`config.mk`:
```
export PLATFORM = sky130hd
export DESIGN_NAME = key_event_fifo
export DESIGN_NICKNAME = d
export VERILOG_FILES = /design/src/rtl/key_event_fifo_pkg.sv /design/src/rtl/key_sync_fifo.sv /design/src/rtl/key_event_fifo.sv
export SDC_FILE = /design/constraint.sdc
export NUM_CORES = 1
export LEC_CHECK = 0
export CORE_MARGIN = 4
export CORE_UTILIZATION = 51
export CTS_BUF_LIST = sky130_fd_sc_hd__clkbuf_8
export CTS_CLUSTER_SIZE = 40
export DETAILED_ROUTE_END_ITERATION = 10
export HOLD_SLACK_MARGIN = 0.1
export MAX_ROUTING_LAYER = met4
export PLACE_DENSITY = 0.71
export SLEW_MARGIN = 20
export SYNTH_ARGS = -nofsm -noshare
export SYNTH_HDL_FRONTEND = slang
export SYNTH_SLANG_ARGS = --single-unit
export TNS_END_PERCENT = 100
```
`constraint.sdc`:
```
create_clock -name clk -period 3 [get_ports clk]
set_input_delay 0.6 -clock clk [delete_from_list [all_inputs] [get_ports clk]]
set_output_delay 0.6 -clock clk [all_outputs]
set_load 0.02 [all_outputs]
```
`src/rtl/key_event_fifo_pkg.sv`:
```
// Shared constants for the keypad front end: key codes, PS/2 scancodes,
// repeat-FSM state encodings and the scancode decode helpers.
package key_event_fifo_pkg;

  localparam logic [3:0] BCD_ZERO     = 4'd0;
  localparam logic [3:0] BCD_ONE      = 4'd1;
  localparam logic [3:0] BCD_TWO      = 4'd2;
  localparam logic [3:0] BCD_THREE    = 4'd3;
  localparam logic [3:0] BCD_FOUR     = 4'd4;
  localparam logic [3:0] BCD_FIVE     = 4'd5;
  localparam logic [3:0] BCD_SIX      = 4'd6;
  localparam logic [3:0] BCD_SEVEN    = 4'd7;
  localparam logic [3:0] BCD_EIGHT    = 4'd8;
  localparam logic [3:0] BCD_NINE     = 4'd9;
  localparam logic [3:0] BCD_TEN      = 4'd10;
  localparam logic [3:0] BCD_ELEVEN   = 4'd11;
  localparam logic [3:0] BCD_TWELVE   = 4'd12;
  localparam logic [3:0] BCD_THIRTEEN = 4'd13;
  localparam logic [3:0] KEY_BKSP     = 4'd14;
  localparam logic [3:0] KEY_ESC      = 4'd15;

  localparam logic [8:0] SC_0     = 9'h070;
  localparam logic [8:0] SC_1     = 9'h069;
  localparam logic [8:0] SC_2     = 9'h072;
  localparam logic [8:0] SC_3     = 9'h07A;
  localparam logic [8:0] SC_4     = 9'h06B;
  localparam logic [8:0] SC_5     = 9'h073;
  localparam logic [8:0] SC_6     = 9'h074;
  localparam logic [8:0] SC_7     = 9'h06C;
  localparam logic [8:0] SC_8     = 9'h075;
  localparam logic [8:0] SC_9     = 9'h07D;
  localparam logic [8:0] SC_A     = 9'h01C;
  localparam logic [8:0] SC_S     = 9'h01B;
  localparam logic [8:0] SC_M     = 9'h03A;
  localparam logic [8:0] SC_ENTER = 9'h05A;
  localparam logic [8:0] SC_BKSP  = 9'h066;
  localparam logic [8:0] SC_ESC   = 9'h076;

  localparam logic [1:0] KR_IDLE   = 2'd0;
  localparam logic [1:0] KR_DELAY  = 2'd1;
  localparam logic [1:0] KR_REPEAT = 2'd2;

  // Key code for a scancode; unmapped scancodes return zero (check sc_mapped).
  function automatic logic [3:0] sc_code(input logic [8:0] sc);
    case (sc)
      SC_0:     sc_code = BCD_ZERO;
      SC_1:     sc_code = BCD_ONE;
      SC_2:     sc_code = BCD_TWO;
      SC_3:     sc_code = BCD_THREE;
      SC_4:     sc_code = BCD_FOUR;
      SC_5:     sc_code = BCD_FIVE;
      SC_6:     sc_code = BCD_SIX;
      SC_7:     sc_code = BCD_SEVEN;
      SC_8:     sc_code = BCD_EIGHT;
      SC_9:     sc_code = BCD_NINE;
      SC_A:     sc_code = BCD_TEN;
      SC_S:     sc_code = BCD_ELEVEN;
      SC_M:     sc_code = BCD_TWELVE;
      SC_ENTER: sc_code = BCD_THIRTEEN;
      SC_BKSP:  sc_code = KEY_BKSP;
      SC_ESC:   sc_code = KEY_ESC;
      default:  sc_code = BCD_ZERO;
    endcase
  endfunction

  function automatic logic sc_mapped(input logic [8:0] sc);
    case (sc)
      SC_0, SC_1, SC_2, SC_3, SC_4, SC_5, SC_6, SC_7, SC_8, SC_9,
      SC_A, SC_S, SC_M, SC_ENTER, SC_BKSP, SC_ESC: sc_mapped = 1'b1;
      default: sc_mapped = 1'b0;
    endcase
  endfunction

endpackage

```
`src/rtl/key_sync_fifo.sv`:
```
// First-word-fall-through synchronous FIFO. A push into a full FIFO is
// accepted only when a pop frees the head in the same cycle; otherwise it
// is dropped and flagged on 'drop'.
module key_sync_fifo #(
  parameter int DEPTH = 4,
  parameter int WIDTH = 4
) (
  input  logic                       clk,
  input  logic                       rst_n,
  input  logic                       push,
  input  logic                       pop,
  input  logic [WIDTH-1:0]           din,
  output logic [WIDTH-1:0]           head,
  output logic                       full,
  output logic                       empty,
  output logic [$clog2(DEPTH):0]     count,
  output logic                       drop
);

  localparam int AW = $clog2(DEPTH);

  logic [WIDTH-1:0] mem [DEPTH];
  logic [AW-1:0]    wr_ptr;
  logic [AW-1:0]    rd_ptr;
  logic             do_push;
  logic             do_pop;

  assign empty   = (count == '0);
  assign full    = (count == (AW+1)'(DEPTH));
  assign do_pop  = pop & ~empty;
  assign do_push = push & (~full | do_pop);
  assign drop    = push & full & ~do_pop;
  assign head    = mem[rd_ptr];

  // Storage, pointers (wrap naturally since DEPTH is a power of 2) and count.
  always_ff @(posedge clk or negedge rst_n) begin
    if (!rst_n) begin
      for (int unsigned i = 0; i < DEPTH; i++) mem[i] <= '0;
      wr_ptr <= '0;
      rd_ptr <= '0;
      count  <= '0;
    end else begin
      if (do_push) begin
        mem[wr_ptr] <= din;
        wr_ptr      <= wr_ptr + 1'b1;
      end
      if (do_pop) rd_ptr <= rd_ptr + 1'b1;
      case ({do_push, do_pop})
        2'b10:   count <= count + 1'b1;
        2'b01:   count <= count - 1'b1;
        default: count <= count;
      endcase
    end
  end

endmodule

```
`src/rtl/key_event_fifo.sv`:
```
// Keypad front end: decodes PS/2 make events into 4-bit key codes, optionally
// generates hold-to-repeat events, and queues everything in a FWFT FIFO.
module key_event_fifo
  import key_event_fifo_pkg::*;
#(
  parameter int DEPTH         = 4,
  parameter int REPEAT_EN     = 0,
  parameter int REPEAT_DELAY  = 50_000_000,
  parameter int REPEAT_PERIOD = 10_000_000
) (
  input  logic                   clk,
  input  logic                   rst_n,
  input  logic [8:0]             last_change,
  input  logic                   key_valid,
  input  logic                   key_held,
  input  logic                   pop,
  output logic [3:0]             char,
  output logic                   char_valid,
  output logic [$clog2(DEPTH):0] count,
  output logic                   overflow,
  input  logic                   clr_ovf
);

  localparam int CMAX = (REPEAT_DELAY > REPEAT_PERIOD) ? REPEAT_DELAY : REPEAT_PERIOD;
  localparam int CW   = $clog2(CMAX);
  localparam logic [CW-1:0] DELAY_LAST  = CW'(REPEAT_DELAY - 1);
  localparam logic [CW-1:0] PERIOD_LAST = CW'(REPEAT_PERIOD - 1);

  logic [1:0]    state;
  logic [CW-1:0] cnt;
  logic [8:0]    latch;
  logic          accepted;
  logic          still_held;
  logic          rep_tick;
  logic          push;
  logic [3:0]    push_code;
  logic          fifo_empty;
  logic          fifo_full;
  logic          drop;

  // Press acceptance and repeat-tick detection; a press always wins, so the
  // two never push in the same cycle.
  always_comb begin
    accepted   = key_valid & key_held & sc_mapped(last_change);
    still_held = key_held & (last_change == latch);
    rep_tick   = 1'b0;
    if (!accepted && still_held) begin
      if (state == KR_DELAY)  rep_tick = (cnt == DELAY_LAST);
      if (state == KR_REPEAT) rep_tick = (cnt == PERIOD_LAST);
    end
    push      = accepted | rep_tick;
    push_code = accepted ? sc_code(last_change) : sc_code(latch);
  end

  // Hold-to-repeat FSM: IDLE -> DELAY on a press, DELAY -> REPEAT on the first
  // repeat, back to IDLE when the latched key is released or replaced.
  always_ff @(posedge clk or negedge rst_n) begin
    if (!rst_n) begin
      state <= KR_IDLE;
      cnt   <= '0;
      latch <= '0;
    end else if (accepted && REPEAT_EN != 0) begin
      state <= KR_DELAY;
      cnt   <= '0;
      latch <= last_change;
    end else begin
      case (state)
        KR_DELAY, KR_REPEAT: begin
          if (!still_held) begin
            state <= KR_IDLE;
            cnt   <= '0;
          end else if (rep_tick) begin
            state <= KR_REPEAT;
            cnt   <= '0;
          end else begin
            cnt <= cnt + 1'b1;
          end
        end
        default: begin
          state <= KR_IDLE;
          cnt   <= '0;
        end
      endcase
    end
  end

  // Sticky overflow flag; a drop in the same cycle as a clear keeps it set.
  always_ff @(posedge clk or negedge rst_n) begin
    if (!rst_n)       overflow <= 1'b0;
    else if (drop)    overflow <= 1'b1;
    else if (clr_ovf) overflow <= 1'b0;
  end

  key_sync_fifo #(
    .DEPTH (DEPTH),
    .WIDTH (4)
  ) u_fifo (
    .clk   (clk),
    .rst_n (rst_n),
    .push  (push),
    .pop   (pop),
    .din   (push_code),
    .head  (char),
    .full  (fifo_full),
    .empty (fifo_empty),
    .count (count),
    .drop  (drop)
  );

  assign char_valid = ~fifo_empty;

endmodule

```
# After elaboration in Yosys (flattened, before gate mapping)
# Cells that the tools add are included.
# Widths: inputs -> output; s select.
[totals] wordCells=102 in_bits=15 out_inout_bits=9 regBits=52
[op_classes] n_lt_le_gt_ge=3 reduce_logical=8 bitwise=14 muxes=22 addsub=5 eq_ne=40
[ops] cell="$eq 9x7->1 const B" n=25
[ops] cell="$pmux 4 s15" n=2
[ops] cell="$mux 26" n=3
[ops] cell="$eq 9x5->1 const B" n=4
[ops] cell="$add 26x1->26 const B" n=1
[ops] cell="$eq 26x24->1 const B" n=1
[ops] cell="$eq 26x26->1 const B" n=1
[ops] cell="$eq 9x6->1 const B" n=2
[ops] cell="$bwmux 16" n=1
[ops] cell="$mux 4" n=4
[ops] cell="$reduce_or 16->1" n=1
[ops] cell="$eq 9x9->1" n=1
[ops] cell="$bmux 4 s2" n=1
[ops] cell="$demux 4 s2" n=1
[ops] cell="$and 1x1->1" n=7
[ops] cell="$ge 3x3->1 const B" n=2
[ops] cell="$mux 1" n=6
[ops] cell="$mux 2" n=3
[ops] cell="$not 2->3" n=2
[ops] cell="$pmux 3 s2" n=1
[ops] cell="$add 2x1->2 const B" n=2
[ops] cell="$eq 2x1->1 const B" n=2
[ops] cell="$eq 2x2->1 const B" n=2
[ops] cell="$reduce_bool 2->1" n=2
[ops] cell="other kinds (11)" n=15

# Depth between registers and ports, before layout
[logic_depth] ltp_word=11 depth_mapped=12 depth_no_buf=11

# Modules after synthesis
# A second synthesis with hierarchy kept.
[unflattened] cells_unflattened=281 hier_area_um2=2952.8
[modules_own_cells] mod="key_event_fifo" seq_area_each_um2=700.7 cells_each=202 instances=1 area_each_um2=1828.0
[modules_own_cells] mod="key_sync_fifo" seq_area_each_um2=575.6 cells_each=79 instances=1 area_each_um2=1124.8

# Worst setup path before layout
# No wires, ideal clock.
[synth_timing] path_type="input to register" startpoint="input last_change[2]" endpoint="register u_fifo.count[2]" setup_time_ns=0.080 path_stages=12 arrival_ns=2.731 n_path_buf=1 setup_slack_ns=0.190 required_ns=2.920 cell_sequence="buf_6 nor3b_1 o21a_1 o21ai_0 a31oi_4 o21ai_2 ha_1 inv_1 fa_1 xor2_1 nor2_1 xor2_1"
[synth_via] elab_chain_len=11 elab_cells_between_ends=30 cone_classes="19 x eq/ne; 3 x mux; 4 x bitwise; 4 x reduce/logical"
[synth_rtl] element="from (decl)" line_no="key_event_fifo.sv:13" rtl="input logic [8:0] last_change,"
[synth_rtl] element="$eq 9x7->1, or another cell as far along" line_no="key_event_fifo_pkg.sv:67" rtl="case (sc)"
[synth_rtl] element="$reduce_or 16->1" line_no="key_event_fifo_pkg.sv:67"
[synth_rtl] element="$mux 1" line_no="key_event_fifo_pkg.sv:67"
[synth_rtl] element="$and 1x1->1" line_no="key_event_fifo.sv:44" rtl="accepted = key_valid & key_held & sc_mapped(last_change);"
[synth_rtl] element="$logic_not 1->1" line_no="key_event_fifo.sv:47" rtl="if (!accepted && still_held) begin"
[synth_rtl] element="$logic_and 1x1->1" line_no="key_event_fifo.sv:47"
[synth_rtl] element="$mux 1" line_no="key_event_fifo.sv:47"
[synth_rtl] element="$or 1x1->1 (*)" line_no="key_event_fifo.sv:51" rtl="push = accepted | rep_tick;"
[synth_rtl] element="$and 1x1->1 (*)" line_no="key_sync_fifo.sv:31" rtl="assign do_push = push & (~full | do_pop);"
[synth_rtl] element="$eq 2x1->1 or $eq 2x2->1 (tied branches)" line_no="key_sync_fifo.sv:48" rtl="case ({do_push, do_pop})"
[synth_rtl] element="$pmux 3 s2 or $reduce_bool 2->1 (tied branches)"
[synth_rtl] element="to (signal assigned)" line_no="key_sync_fifo.sv:49" rtl="2'b10: count <= count + 1'b1;"
[synth_rtl] element="to (signal assigned)" line_no="key_sync_fifo.sv:50" rtl="2'b01: count <= count - 1'b1;"
[synth_rtl] element="to (signal assigned)" line_no="key_sync_fifo.sv:51" rtl="default: count <= count;"
[synth_rtl] element="to (decl)" line_no="key_sync_fifo.sv:16" rtl="output logic [$clog2(DEPTH):0] count,"
# Mark *: on every way between the ends. The rest lies on a longest branch, timed or not.
# A chain may end at the register's enable or synchronous reset.

# Worst setup path after layout
[layout_timing] startpoint="input last_change[3]" endpoint="register u_fifo.count[2]"
# Same word-level chain as after synthesis.

==> results.yml <==
status:
  outcome: "finished, final reports clean"
timing:
  worstMarginPinSlew_ps: 691
  slew_viol_final: 0
  rsz0062_at_grt: "false"
  hold_viol: 0
  relSlewSlack: 0.536
  clock.fmax_mhz: 352
  timing.final.crit_share: 0.946
  holdWs_ps: 121
  fin_worst_skew_ps: 12.6
  finalSetupViolCount: 0
  fin_crit_ps: 2840
logic_synthesis:
  synth_seq_cells: 51
  yosysUniqueCellTypes: 52
  synth_area_um2: 2900
  ys_top_cells_by_area: "dfrtp_1, mux2_1, xnor2_1, nor2_1, xor2_1"
  synth_nets: 289
  seq_area_frac_synth: 0.440
  avgSynthCellArea_um2: 10.9
  yosysTopAreaCell: "dfrtp_1"
  synth.most_common_cell: "dfrtp_1"
  synth_common_cells: "dfrtp_1, nor2_1, mux2_1, xnor2_1, nand2_1"
  ys.warnings.count: 9
  async_reset_ff_frac: 1.00
  synth_top_area_share: 0.440
  netlist_instances: 267
  synthFlopType: "dfrtp_1"
  synth_edf_count: 0
hold_path:
  worstHoldPathType: "in -> async"
worst_setup_path:
  r2r_slack_ps: 550
  path_class: "in -> reg"
  critical_path.endpoint_type: "register"
  start_kind: "input pin"
  required_ps: 3230
  cp_data_arrival_time_ps: 3070
  path_max_fanout: 5
routing:
  dr.pass1.iters: 4
  vias: 2077
  antenna_left: 0
  vias_per_cell: 5.28
  wl_per_cell_um: 14.5
  drc_errors: 0
  drt_wl_total_um: 5690
  drtIter0Drc: 71
clocking:
  cts_tree: "yes"
  cts_buffers: 5
  clk_path_buf_depth: 2
  cts.sinks: 51
  insertion_delay_ps: 300
  h-tree-depth: 2
  root_buffer: "clkbuf_8"
  clkTransAtPathRegs_ps: 100
placed_design:
  hpwl_um: 4340
  dpl_cell_area_um2: 3380
  placed_cells: 384
  gp_congestion: 0.835
  portBuffers: 23
die:
  die_h_um: 83.4
  ios: 24
  rows: 27
  die_x_um: 83.4
  design.core.area_um2: 5510
  start_util: 0.527
  dieArea_um2: 6960
global_routing:
  overflow: 0
  grt_use_met2: 0.281
  grt_usage: 0.180
  grt_pass1_wl_um: 10000
  grt_max_degree: 24
  use_met1: 0.247
  grt_use_met3: 0.0288
  grt_pass1_vias: 2154
  antenna_found_initial: 0
  top_usage_layer: "met2"
layout:
  syn_to_final_growth_pct: 22.4
  stdcell_area_um2: 3550
  drive_above_1_share: 0.206
  nets: 342
  layout.cells.non_filler: 393
  fill_cells: 444
  antenna_cells: 0
  final_core_util: 0.645
pwr:
  vdd.ir_drop.worst_uv: 391
  power_leakage_uw: 0.00159
  pwr_density_cell_nw_per_um2: 471
  total_power_uw: 1670
run:
  cap_violations: 0
[stage by stage]
step	setup TNS, ps	worst slack, ps
final	0	163
after floorplan	0	190
after CTS	0	37.1
after global placement	-798	-142
after detailed placement	-2020	-235
after global routing	0	0.844
[critical path, cell delays in order]
cell and delay, ps:
clkdlybuf4s50_1 560, nor2b_1 100, a22o_1 210, o21ai_0 150, buf_4 150, a31oi_4 90, o21ai_2 170, ha_2 200
inv_1 50, fa_1 370, xor2_1 150, nor2_1 110, xor2_1 160
[kinds of logic after synthesis]
family | count (synthesis) | synth area share
AO/OA/AOI/OAI | 30 | 0.0941
multiplexers | 24 | 0.107
buffers and inverters | 18 | 0.0328
XOR/XNOR | 31 | 0.0936
flip-flops | 51 | 0.440
adder cells (fa/ha/maj) | 7 | 0.0328
AND/OR/NAND/NOR | 106 | 0.199
[sequential cells by signal (all words and copies together) (netlist names)]
register and count:
u_fifo.wr_ptr 2, overflow 1, cnt 26, state 1, u_fifo.count 3, u_fifo.mem 16, u_fifo.rd_ptr 2
[routing by layer]
layer | vias to the layer above | part of all wire
met1 | 999 | 0.50
met5 | - | 0
met3 | 6 | 0.025
met4 | 0 | 0.0098
li1 | 1046 | -
met2 | 26 | 0.47
[path summary, 6_finish.rpt]
check	start	endpoint	depth (start not counted)
worst max-delay path	last_change[3]	u_fifo.count[2]$_DFFE_PN0P_	13
worst min-delay path	rst_n	u_fifo.mem[6]$_DFFE_PN0P_	1
worst max register to register	cnt[2]$_DFF_PN0_	u_fifo.count[1]$_DFFE_PN0P_	9
worst min register to register	cnt[0]$_DFF_PN0_	cnt[0]$_DFF_PN0_	1
max in group asynchronous	rst_n	cnt[25]$_DFF_PN0_	2
min in group clk	cnt[0]$_DFF_PN0_	cnt[0]$_DFF_PN0_	1
[cells in the final DEF, fill, tap and decap left out, drive strengths merged, types with 2 or more instances in the layout]
cell type and n:
a32oi 2, nand4 5, mux2i 3, o22ai 2, xor2 14, ha 6
xnor2 17, nand2 16, and3 5, inv 12, dlymetal6s2s 6, nor2 35
nor4 3, a2bb2oi 2, nor2b 3, o21ai 8, nor3 6, mux4 4
nand3 10, clkbuf 6, buf 31, a22o 2, mux2 17, and2 4
nand2b 3, o211ai 4, a21oi 4, clkdlybuf4s50 16, and4 3, dfrtp 51
nor4bb 2, nor3b 2, or3 3
[area by class of cell]
type / instances / area (µm²) / area share
inverters: 11 / 41.3 / 0.0116
clock buffers: 6 / 82.6 / 0.0233
repair buffers: 53 / 465 / 0.131
well taps: 72 / 90.1 / 0.0254
clock inverters: 2 / 38.8 / 0.0109
multi-input cells: 198 / 1560 / 0.438
flip-flops and latches: 51 / 1280 / 0.360
[what timing repair did]
action,4_1_cts,5_1_grt
resized for setup,0,10
hold buffers,0,0
setup buffers,0,1
endpoints found under the setup margin,0,1
[where the power goes]
part	switching (µW)	internal (µW)	leakage, µW
clock network	231	275	0.0000618
registers	72.5	732	0.000700
logic	172	191	0.000823
total	475	1200	0.00159
No activity file was read; power rests on OpenSTA's default activity.
